--- src/rtl/multicycle_ctrl.sv ---
// Multi-cycle control sequencer for the single-ALU RV32I datapath.
// Fetches into an internal IR, then steps DECODE/EXEC/MEM/WB driving ALU controls and strobes.
module multicycle_ctrl (
    input  logic        clk,
    input  logic        rst_n,
    input  logic        fetch_ack,
    input  logic [31:0] fetch_instr,
    input  logic        mem_ready,
    input  logic        zero,
    output logic        fetch_req,
    output logic [1:0]  ALUOp,
    output logic        ALUSrc,
    output logic [2:0]  funct3,
    output logic [6:0]  funct7,
    output logic        pc_write,
    output logic        pc_src,
    output logic        mem_read,
    output logic        mem_write,
    output logic        reg_write,
    output logic        mem_to_reg,
    output logic        illegal,
    output logic [31:0] instret
);

    localparam int unsigned INSTR_W  = 32;
    localparam int unsigned OPCODE_W = 7;
    localparam int unsigned CNT_W    = 32;

    localparam logic [OPCODE_W-1:0] OP_R      = 7'b0110011;
    localparam logic [OPCODE_W-1:0] OP_I_ALU  = 7'b0010011;
    localparam logic [OPCODE_W-1:0] OP_LOAD   = 7'b0000011;
    localparam logic [OPCODE_W-1:0] OP_STORE  = 7'b0100011;
    localparam logic [OPCODE_W-1:0] OP_BRANCH = 7'b1100011;
    localparam logic [OPCODE_W-1:0] OP_LUI    = 7'b0110111;

    localparam logic [6:0] F7_ALT      = 7'b0100000;
    localparam logic [6:0] F7_SRA_CODE = 7'd4;

    localparam logic [1:0] ALUOP_ADD    = 2'b00;
    localparam logic [1:0] ALUOP_BRANCH = 2'b01;
    localparam logic [1:0] ALUOP_ARITH  = 2'b10;
    localparam logic [1:0] ALUOP_LUI    = 2'b11;

    typedef enum logic [2:0] {
        S_FETCH  = 3'd0,
        S_DECODE = 3'd1,
        S_EXEC   = 3'd2,
        S_MEM    = 3'd3,
        S_WB     = 3'd4,
        S_HALT   = 3'd5
    } state_t;

    state_t                r_state;
    state_t                w_next;
    logic [INSTR_W-1:0]    r_ir;
    logic                  r_illegal;
    logic [CNT_W-1:0]      r_instret;

    logic [OPCODE_W-1:0]   w_opcode;
    logic [2:0]            w_f3;
    logic [6:0]            w_f7_raw;
    logic                  w_is_r;
    logic                  w_is_i;
    logic                  w_is_load;
    logic                  w_is_store;
    logic                  w_is_branch;
    logic                  w_is_lui;
    logic                  w_is_sub;
    logic                  w_legal;
    logic                  w_is_shift;
    logic [6:0]            w_funct7;
    logic [1:0]            w_alu_op;
    logic                  w_alu_src;
    logic                  w_unused_ir;

    // Instruction field decode from the latched IR
    assign w_opcode    = r_ir[6:0];
    assign w_f3        = r_ir[14:12];
    assign w_f7_raw    = r_ir[31:25];
    assign w_is_r      = (w_opcode == OP_R);
    assign w_is_i      = (w_opcode == OP_I_ALU);
    assign w_is_load   = (w_opcode == OP_LOAD);
    assign w_is_store  = (w_opcode == OP_STORE);
    assign w_is_branch = (w_opcode == OP_BRANCH);
    assign w_is_lui    = (w_opcode == OP_LUI);
    assign w_is_sub    = w_is_r && (w_f3 == 3'b000) && (w_f7_raw == F7_ALT);
    assign w_legal     = (w_is_r || w_is_i || w_is_load || w_is_store || w_is_branch || w_is_lui)
                         && !w_is_sub;
    assign w_unused_ir = ^{r_ir[24:15], r_ir[11:7]};

    // ALU shift encoding: arithmetic right shift is signalled as 4, logical shifts as 0
    assign w_is_shift = (w_is_r || w_is_i) && (w_f3[1:0] == 2'b01);
    assign w_funct7   = w_is_shift ? ((w_f3[2] && (w_f7_raw == F7_ALT)) ? F7_SRA_CODE : 7'd0)
                                   : w_f7_raw;

    always_comb begin
        w_alu_op  = ALUOP_ADD;
        w_alu_src = 1'b0;
        if (w_is_r) begin
            w_alu_op  = ALUOP_ARITH;
            w_alu_src = 1'b0;
        end else if (w_is_i) begin
            w_alu_op  = ALUOP_ARITH;
            w_alu_src = 1'b1;
        end else if (w_is_load || w_is_store) begin
            w_alu_op  = ALUOP_ADD;
            w_alu_src = 1'b1;
        end else if (w_is_lui) begin
            w_alu_op  = ALUOP_LUI;
            w_alu_src = 1'b1;
        end else if (w_is_branch) begin
            w_alu_op  = ALUOP_BRANCH;
            w_alu_src = 1'b0;
        end
    end

    // Next-state logic
    always_comb begin
        w_next = r_state;
        case (r_state)
            S_FETCH:  if (fetch_ack) w_next = S_DECODE;
            S_DECODE: w_next = w_legal ? S_EXEC : S_HALT;
            S_EXEC: begin
                if (w_is_load || w_is_store) w_next = S_MEM;
                else if (w_is_branch)        w_next = S_FETCH;
                else                         w_next = S_WB;
            end
            S_MEM: begin
                if (mem_ready) w_next = w_is_load ? S_WB : S_FETCH;
            end
            S_WB:     w_next = S_FETCH;
            S_HALT:   w_next = S_HALT;
            default:  w_next = S_FETCH;
        endcase
    end

    // Control outputs; ALU controls stay stable from EXEC through WB
    always_comb begin
        fetch_req  = 1'b0;
        ALUOp      = 2'b00;
        ALUSrc     = 1'b0;
        funct3     = w_f3;
        funct7     = 7'd0;
        pc_write   = 1'b0;
        pc_src     = 1'b0;
        mem_read   = 1'b0;
        mem_write  = 1'b0;
        reg_write  = 1'b0;
        mem_to_reg = 1'b0;
        case (r_state)
            S_FETCH: fetch_req = rst_n;
            S_EXEC: begin
                ALUOp  = w_alu_op;
                ALUSrc = w_alu_src;
                funct7 = w_funct7;
                if (w_is_branch) begin
                    pc_write = 1'b1;
                    pc_src   = zero;
                end
            end
            S_MEM: begin
                ALUOp     = w_alu_op;
                ALUSrc    = w_alu_src;
                funct7    = w_funct7;
                mem_read  = w_is_load;
                mem_write = w_is_store;
                pc_write  = w_is_store && mem_ready;
            end
            S_WB: begin
                ALUOp      = w_alu_op;
                ALUSrc     = w_alu_src;
                funct7     = w_funct7;
                reg_write  = 1'b1;
                mem_to_reg = w_is_load;
                pc_write   = 1'b1;
            end
            default: ;
        endcase
    end

    // State, IR, sticky illegal flag and retire counter
    always_ff @(posedge clk or negedge rst_n) begin
        if (!rst_n) begin
            r_state   <= S_FETCH;
            r_ir      <= '0;
            r_illegal <= 1'b0;
            r_instret <= '0;
        end else begin
            r_state <= w_next;
            if ((r_state == S_FETCH) && fetch_ack) r_ir <= fetch_instr;
            if ((r_state == S_DECODE) && !w_legal) r_illegal <= 1'b1;
            if (pc_write) r_instret <= r_instret + CNT_W'(1);
        end
    end

    assign illegal = r_illegal;
    assign instret = r_instret;

endmodule

--- config.mk ---
export PLATFORM = sky130hd
export DESIGN_NAME = multicycle_ctrl
export DESIGN_NICKNAME = d
export VERILOG_FILES = /design/src/rtl/multicycle_ctrl.sv
export SDC_FILE = /design/constraint.sdc
export NUM_CORES = 1
export LEC_CHECK = 0
export ABC_AREA = 1
export CAP_MARGIN = 20
export CORE_ASPECT_RATIO = 0.5
export CORE_MARGIN = 2
export CORE_UTILIZATION = 45
export CTS_CLUSTER_SIZE = 40
export DETAILED_ROUTE_END_ITERATION = 8
export GPL_TIMING_DRIVEN = 0
export PLACE_DENSITY = 0.77
export SLEW_MARGIN = 20
export SYNTH_ARGS = -nofsm -noshare
export SYNTH_HDL_FRONTEND = slang
export SYNTH_SLANG_ARGS = --single-unit
--- constraint.sdc ---
create_clock -name clk -period 1.9 [get_ports clk]
set_input_delay 0.38 -clock clk [delete_from_list [all_inputs] [get_ports clk]]
set_output_delay 0.38 -clock clk [all_outputs]
set_load 0.02 [all_outputs]
==> results of run 1 <==
## worst max-delay path, delay by kind of cell (launching register included)
kind / cells / cell delay [ps]
AO/OA/AOI/OAI: 1 / 180
flip-flops: 1 / 410
AND/OR/NAND/NOR: 3 / 460
buffers and inverters: 3 / 310
## how the worst max path moves through the flow
stage          depth (start not counted)   endpoint  slack (ps)
2_1_floorplan                          5  funct7[3]         -90
5_1_grt                                7  funct7[2]        -220
6_report                               7  funct7[2]        -140
3_5_place_dp                           7  funct7[2]        -510
3_3_place_gp                           4  fetch_req       -2040
4_1_cts                                6  funct7[2]        -160
## synthesized netlist by cell type
master	number
nand3b_1	6
dfrtp_1	53
o21ai_1	1
o21ai_0	1
clkbuf_1	2
a21oi_1	15
a21oi_2	1
nor2_1	62
mux2_2	7
nand3_2	1
buf_6	3
nor2_4	3
nand2_4	2
nand2_2	3
inv_1	39
xnor2_1	2
ha_1	1
nand4_1	1
inv_2	6
nor3b_1	2
xor2_1	14
nand3_1	55
nor3_1	21
nor2_2	2
buf_2	6
nor3_4	2
nand2_1	172
o211ai_1	1
buf_4	3
## final cells by class
class | count | area (um^2)
fill | 596 | 2476
multi-input combinational | 376 | 1971
sequential | 53 | 1331
timing repair buffer | 108 | 973.4
inverter | 45 | 171.4
clock buffer | 5 | 125.1
tap | 96 | 120.1
buffer | 13 | 101.3
clock inverter | 3 | 25.02
## repair_timing
action / 4_1_cts / 5_1_grt
buffers inserted: 12 / 23
endpoints found under the setup margin: 17 / 36
pin swaps: 10 / 18
gates resized for setup: 102 / 40
gates cloned: 1 / 0
## report_power, final
group / internal [W] / switching (W)
clock network: 0.000497 / 0.000453
logic: 0.00104 / 0.00136
registers: 0.00138 / 0.000242
total: 0.00291 / 0.00205
## cell families (layout without fill, tap and decap cells)
family,after synthesis,in the layout
AO/OA/AOI/OAI,19,20
XOR/XNOR,16,16
adder cells (fa/ha/maj),1,1
buffers and inverters,59,174
flip-flops,53,53
multiplexers,7,7
AND/OR/NAND/NOR,332,332
## routing by layer
| layer | track usage (%) | part of all wire [%] | wire, um | vias to the layer above |
|---|---|---|---|---|
| li1 | - | - | - | 1783 |
| met1 | 31.79 | 45 | 4433 | 1618 |
| met2 | 38.57 | 46 | 4554 | 152 |
| met3 | 4.560 | 7.2 | 712 | 17 |
| met4 | 5.082 | 1.8 | 177 | 0 |
| met5 | 0 | 0 | 0 | - |
## per-stage QoR
stage,TNS (ps),hold WS [ps],area (um^2),util [%],power (W)
finish,-1011,21.86,4818,66.05,0.004968
detailed placement,-4958,453.7,4240,58.13,0.003396
floorplan,-266.0,84.41,3382,-,0.002746
global route,-1960,59.84,4818,66.05,0.005249
global placement,-72750,454.9,4243,58.16,0.003364
CTS,-595.1,48.80,4524,62.02,0.004530
## registers in the layout, indices dropped and copies added (netlist names)
signal	flops
instret	32
r_ir	17
r_state	3
illegal	1
==> flow_summary.yaml, run 1 <==
timing:
  drv_slew: 0
  fin_skew_ps: 8.503
  worst_slack_ps: -139.4
  hold_viol_final: 0
  max_freq_mhz: 490.3
  max_slew_margin_pct: 66.24
  setup_viol: 12
  rsz0062_at_grt: "true"
  finalCriticalPeriod_ps: 2039
  fin_crit_sh_pct: 107.3
  tightest_slew_ps: 506.5
min_path:
  hold_path.class: "input pin to async pin"
worst_setup_path:
  worst_path_largest_cell_delay_ps: 410
  rrSetupSlack_ps: 70
  worstSetupStartpointType: "flip-flop"
  worstPathCellList: "inv_2, nor3_4, nand3_2, inv_4, nand3_2, a21oi_2, buf_6"
  path_class: "flip-flop to primary output"
  r2r_cells: 11
  cpMaxStageDelayCell: "dfrtp_1"
  r2r-end: "instret[29]$_DFFE_PN0P_"
  critPathLaunch: "r_ir[4]$_DFFE_PN0P_"
  path_common_cell: "nand3_2"
  reg2reg_from: "r_ir[2]$_DFFE_PN0P_"
  cp_data_required_time_ps: 1520
  end_kind: "primary output"
  cp.arrival_ps: 1660
  cp_max_fo: 3
logic_synthesis:
  ys_seq_area_share_pct: 39.27
  syn-num-nets: 525
  synth.largest_area_cell: "dfrtp_1"
  synth_top_family_by_area: "simple AND/OR/NAND/NOR gates"
  syn_area_mm2: 0.003377
  synth-adder-area-share_pct: 0.3705
  yosys_warnings: 0
  synthMuxAreaShare_pct: 2.334
  synth_cells: 487
  synthSimpleGateAreaFrac_pct: 43.09
  yosys-top-cells-area: "dfrtp_1, nand2_1, nand3_1"
  synth-xor-area-share_pct: 4.150
  yosys_register_bits: 53
  synth_area_per_cell_um2: 6.934
  synth_compound_area_share_pct: 3.001
  synth_cell_type_count: 29
  synth.top_cell.area_share_pct: 39.27
clock_network:
  cts_sinks: 53
  cts_buffer_depth: 2
  h-tree-depth: 2
  cts_tree: "built"
  cts_hold_buf: 0
  cts_buffers: 5
  clk_pin_slew_worst_paths_ps: 80
  clk_latency_ps: 300
  clockRootBuffer: "clkbuf_16"
global_route:
  grt_start_max_net_pins: 55
  grt_antenna_before_repair: 0
  grt_overflow: 0
  grtUsageTotal_pct: 23.21
  first_global_vias: 3188
  grt_pass1_wl_um: 15310
outcome:
  failed_checks: "setup timing"
  status: "finished, violations left"
floorplan:
  coreArea_mm2: 0.007295
  rows: 22
  die_x_um: 126.5
  fp.dieArea_mm2: 0.008255
  start_util_pct: 46.30
  io_pins: 90
  fp.dieH_um: 65.26
detailed_routing:
  vias: 3570
  routedWlPerCell_um: 14.13
  first_pass_iters: 4
  drt_iter0_drc: 284
  drcViolationCount: 0
  via_per_inst: 5.107
  routed_wl_um: 9877
  ant_nets: 0
power:
  ir_worst_vdd_mv: 0.8295
  p_leak_nw: 2.276
  power.density_mw_per_mm2: 1031
finish:
  layout_common_cells: "nand2_1, clkdlybuf4s50_1, nor2_1"
  drive_gt1_share_pct: 21.72
  final_common_cell: "nand2_1"
  final_nets: 640
  diodes: 0
  area_delta_synth_final_pct: 42.68
  final_cell_count_no_fill: 699
place:
  gp_congestion: 0.9007
  place_hpwl_um: 6627
  io_buffers: 74
  dp_cells: 657
  place_ws_ps: -513.3
job:
  drv_cap: 0
(Power assumes the default switching activity.)
==> run 2: changes to the inputs <==
--- a/config.mk
+++ b/config.mk
@@ -9,12 +9,13 @@
 export CAP_MARGIN = 20
 export CORE_ASPECT_RATIO = 0.5
 export CORE_MARGIN = 2
-export CORE_UTILIZATION = 45
-export CTS_CLUSTER_SIZE = 40
+export CORE_UTILIZATION = 44
+export CTS_CLUSTER_SIZE = 30
 export DETAILED_ROUTE_END_ITERATION = 8
 export GPL_TIMING_DRIVEN = 0
-export PLACE_DENSITY = 0.77
+export PLACE_DENSITY = 0.79
 export SLEW_MARGIN = 20
 export SYNTH_ARGS = -nofsm -noshare
 export SYNTH_HDL_FRONTEND = slang
 export SYNTH_SLANG_ARGS = --single-unit
+export TNS_END_PERCENT = 20
==> constraint.sdc (replaced) <==
create_clock -name clk -period 1.6 [get_ports clk]
set_input_delay 0.32 -clock clk [delete_from_list [all_inputs] [get_ports clk]]
set_output_delay 0.32 -clock clk [all_outputs]
set_load 0.02 [all_outputs]
==> run 2 against run 1 <==
Effect of this change: the run ends with hold timing, setup timing left; clock skew fell by 2.1 ps; critical path depth did not move; flip-flop and latch count did not move; wire length rose by 7.0%; largest power group unchanged.
==> flow_summary.yaml, run 2 (synthesis results as in run 1) <==
power:
  p_leak_nw: 2.526
  power.density_mw_per_mm2: 1249
  clkPwrFrac_pct: 17.7
  swShare_pct: 41.01
  internal-power_w: 0.003757
  ir_worst_vdd_mv: 0.9519
  pwr-share-comb_pct: 51.3
  seq_power_share_pct: 30.9
  p_switching_w: 0.002612
finish:
  ff_latch_area_mm2: 0.001333
  final_cell_count_no_fill: 710
  drive_gt1_share_pct: 27.04
  final_common_cell: "nand2_1"
  diodes: 0
  multi_input_area_mm2: 0.002086
  fillers: 577
  area_delta_synth_final_pct: 51.02
  largest_reg_flops: 32
  layout_common_cells: "nand2_1, nand3_1, nor2_1, dfrtp_1, buf_4"
  final_nets: 651
job:
  drv_cap: 0
global_route:
  grtUsageTotal_pct: 23.82
  grt_start_max_net_pins: 55
  grt_overflow: 0
  first_global_vias: 3385
  grt_antenna_before_repair: 0
  grt_pass1_wl_um: 15880
floorplan:
  die_x_um: 127.9
  start_util_pct: 45.78
  coreArea_mm2: 0.007377
  rows: 22
  fp.dieH_um: 65.95
  fp.dieArea_mm2: 0.008434
  io_pins: 90
detailed_routing:
  routed_wl_um: 10570
  drt_iter0_drc: 247
  drcViolationCount: 0
  first_pass_iters: 5
  vias: 3675
  via_per_inst: 5.176
  routedWlPerCell_um: 14.88
  ant_nets: 0
outcome:
  status: "finished, violations left"
  failed_checks: "hold timing, setup timing"
clock_network:
  cts_tree: "built"
  cts_buffers: 5
  cts_sinks: 53
  clk_latency_ps: 300
  h-tree-depth: 2
  clk_pin_slew_worst_paths_ps: 80
  clockRootBuffer: "clkbuf_16"
  cts_buffer_depth: 2
min_path:
  hold_path.class: "input pin to async pin"
worst_setup_path:
  worstPathCellList: "nand2_2, nor2_4, buf_6, nand3_4, buf_4, a21oi_4, buf_6"
  cp_data_required_time_ps: 1280
  path_class: "flip-flop to primary output"
  rrSetupSlack_ps: -220
  cpMaxStageDelayCell: "dfrtp_1"
  worstSetupStartpointType: "flip-flop"
  cp_max_fo: 4
  worst_path_largest_cell_delay_ps: 400
  r2r_cells: 11
  path_buf_inv: 3
  crit_family: "buffers and inverters"
  path_common_cell: "buf_6"
  end_kind: "primary output"
  cp.depth: 7
  cp.arrival_ps: 1710
timing:
  finalCriticalPeriod_ps: 2030
  fin_crit_sh_pct: 126.9
  tightest_slew_ps: 516.1
  max_slew_margin_pct: 65.59
  worst_slack_ps: -430.1
  fin_setup_tns_ps: -8455
  drv_slew: 0
  setup_viol: 48
  hold_viol_final: 53
  max_freq_mhz: 492.6
  rsz0062_at_grt: "true"
  whs_ps: -35.14
  fin_skew_ps: 6.398
place:
  dp_cells: 657
  place_ws_ps: -828.5
  gp_congestion: 0.8867
  place_hpwl_um: 6726
  io_buffers: 74
## run 2: cell types whose count changed in the layout (fill, tap and decap cells not counted), moves of 3 or more
cell | previous run | this run
buf_2 | 9 | 2
nand2_2 | 7 | 10
clkdlybuf4s50_1 | 56 | 20
buf_6 | 13 | 26
nor3_1 | 17 | 13
nor2_2 | 4 | 9
nor2_1 | 55 | 48
nand2_1 | 168 | 163
dlygate4sd2_1 | 0 | 32
buf_4 | 38 | 45
buf_8 | 0 | 4
## run 2: area by class of cell
type	count	area share, %
repair buffers	119	21.52
multi-input cells	375	40.90
clock inverters	3	0.4171
clock buffers	5	2.453
well taps	96	2.355
plain buffers	14	2.723
inverters	45	3.508
flip-flops and latches	53	26.13
## run 2: routing by layer
| metal | track usage (%) | share of wire, % | routed length [um] |
|---|---|---|---|
| met5 | 0 | 0 | 0 |
| met4 | 3.984 | 0.76 | 80 |
| met3 | 4.450 | 5.4 | 572 |
| met2 | 42.25 | 50 | 5267 |
| met1 | 31.16 | 44 | 4646 |
## run 2: final timing paths
| check | startpoint | endpoint |
|---|---|---|
| worst max-delay path | r_ir[0]$_DFFE_PN0P_ | ALUOp[0] |
| worst min-delay path | rst_n | r_ir[3]$_DFFE_PN0P_ |
| worst max register to register | r_ir[0]$_DFFE_PN0P_ | instret[1]$_DFFE_PN0P_ |
| worst min register to register | illegal$_DFFE_PN0P_ | illegal$_DFFE_PN0P_ |
| max in group asynchronous | rst_n | instret[1]$_DFFE_PN0P_ |
| min in group clk | illegal$_DFFE_PN0P_ | illegal$_DFFE_PN0P_ |
## run 2: repair_timing
action                                 in CTS  in global routing
gates resized for setup                   175                 49
endpoints found under the hold margin      37                  0
pin swaps                                  13                 16
cloned                                      1                  0
buffers inserted                           23                 21
setup endpoints to repair                  94                 54
## run 2: per-stage QoR
step / cell area (um^2) / total power (W) / utilization (%)
CTS: 4772 / 0.005799 / 64.69
detailed placement: 4310 / 0.004157 / 58.43
floorplan: 3452 / 0.003381 / -
global route: 5100 / 0.006666 / 69.13
finish: 5100 / 0.006369 / 69.13
global placement: 4313 / 0.004107 / 58.46
## run 2: power by group through the flow
stage | registers (W) | logic, W | clock network [W]
2_1_floorplan | 0.00192 | 0.00146 | 0
3_3_place_gp | 0.00190 | 0.00220 | 0
3_5_place_dp | 0.00191 | 0.00224 | 0
4_1_cts | 0.00191 | 0.00274 | 0.00114
5_1_grt | 0.00201 | 0.00347 | 0.00118
6_report | 0.00197 | 0.00327 | 0.00113
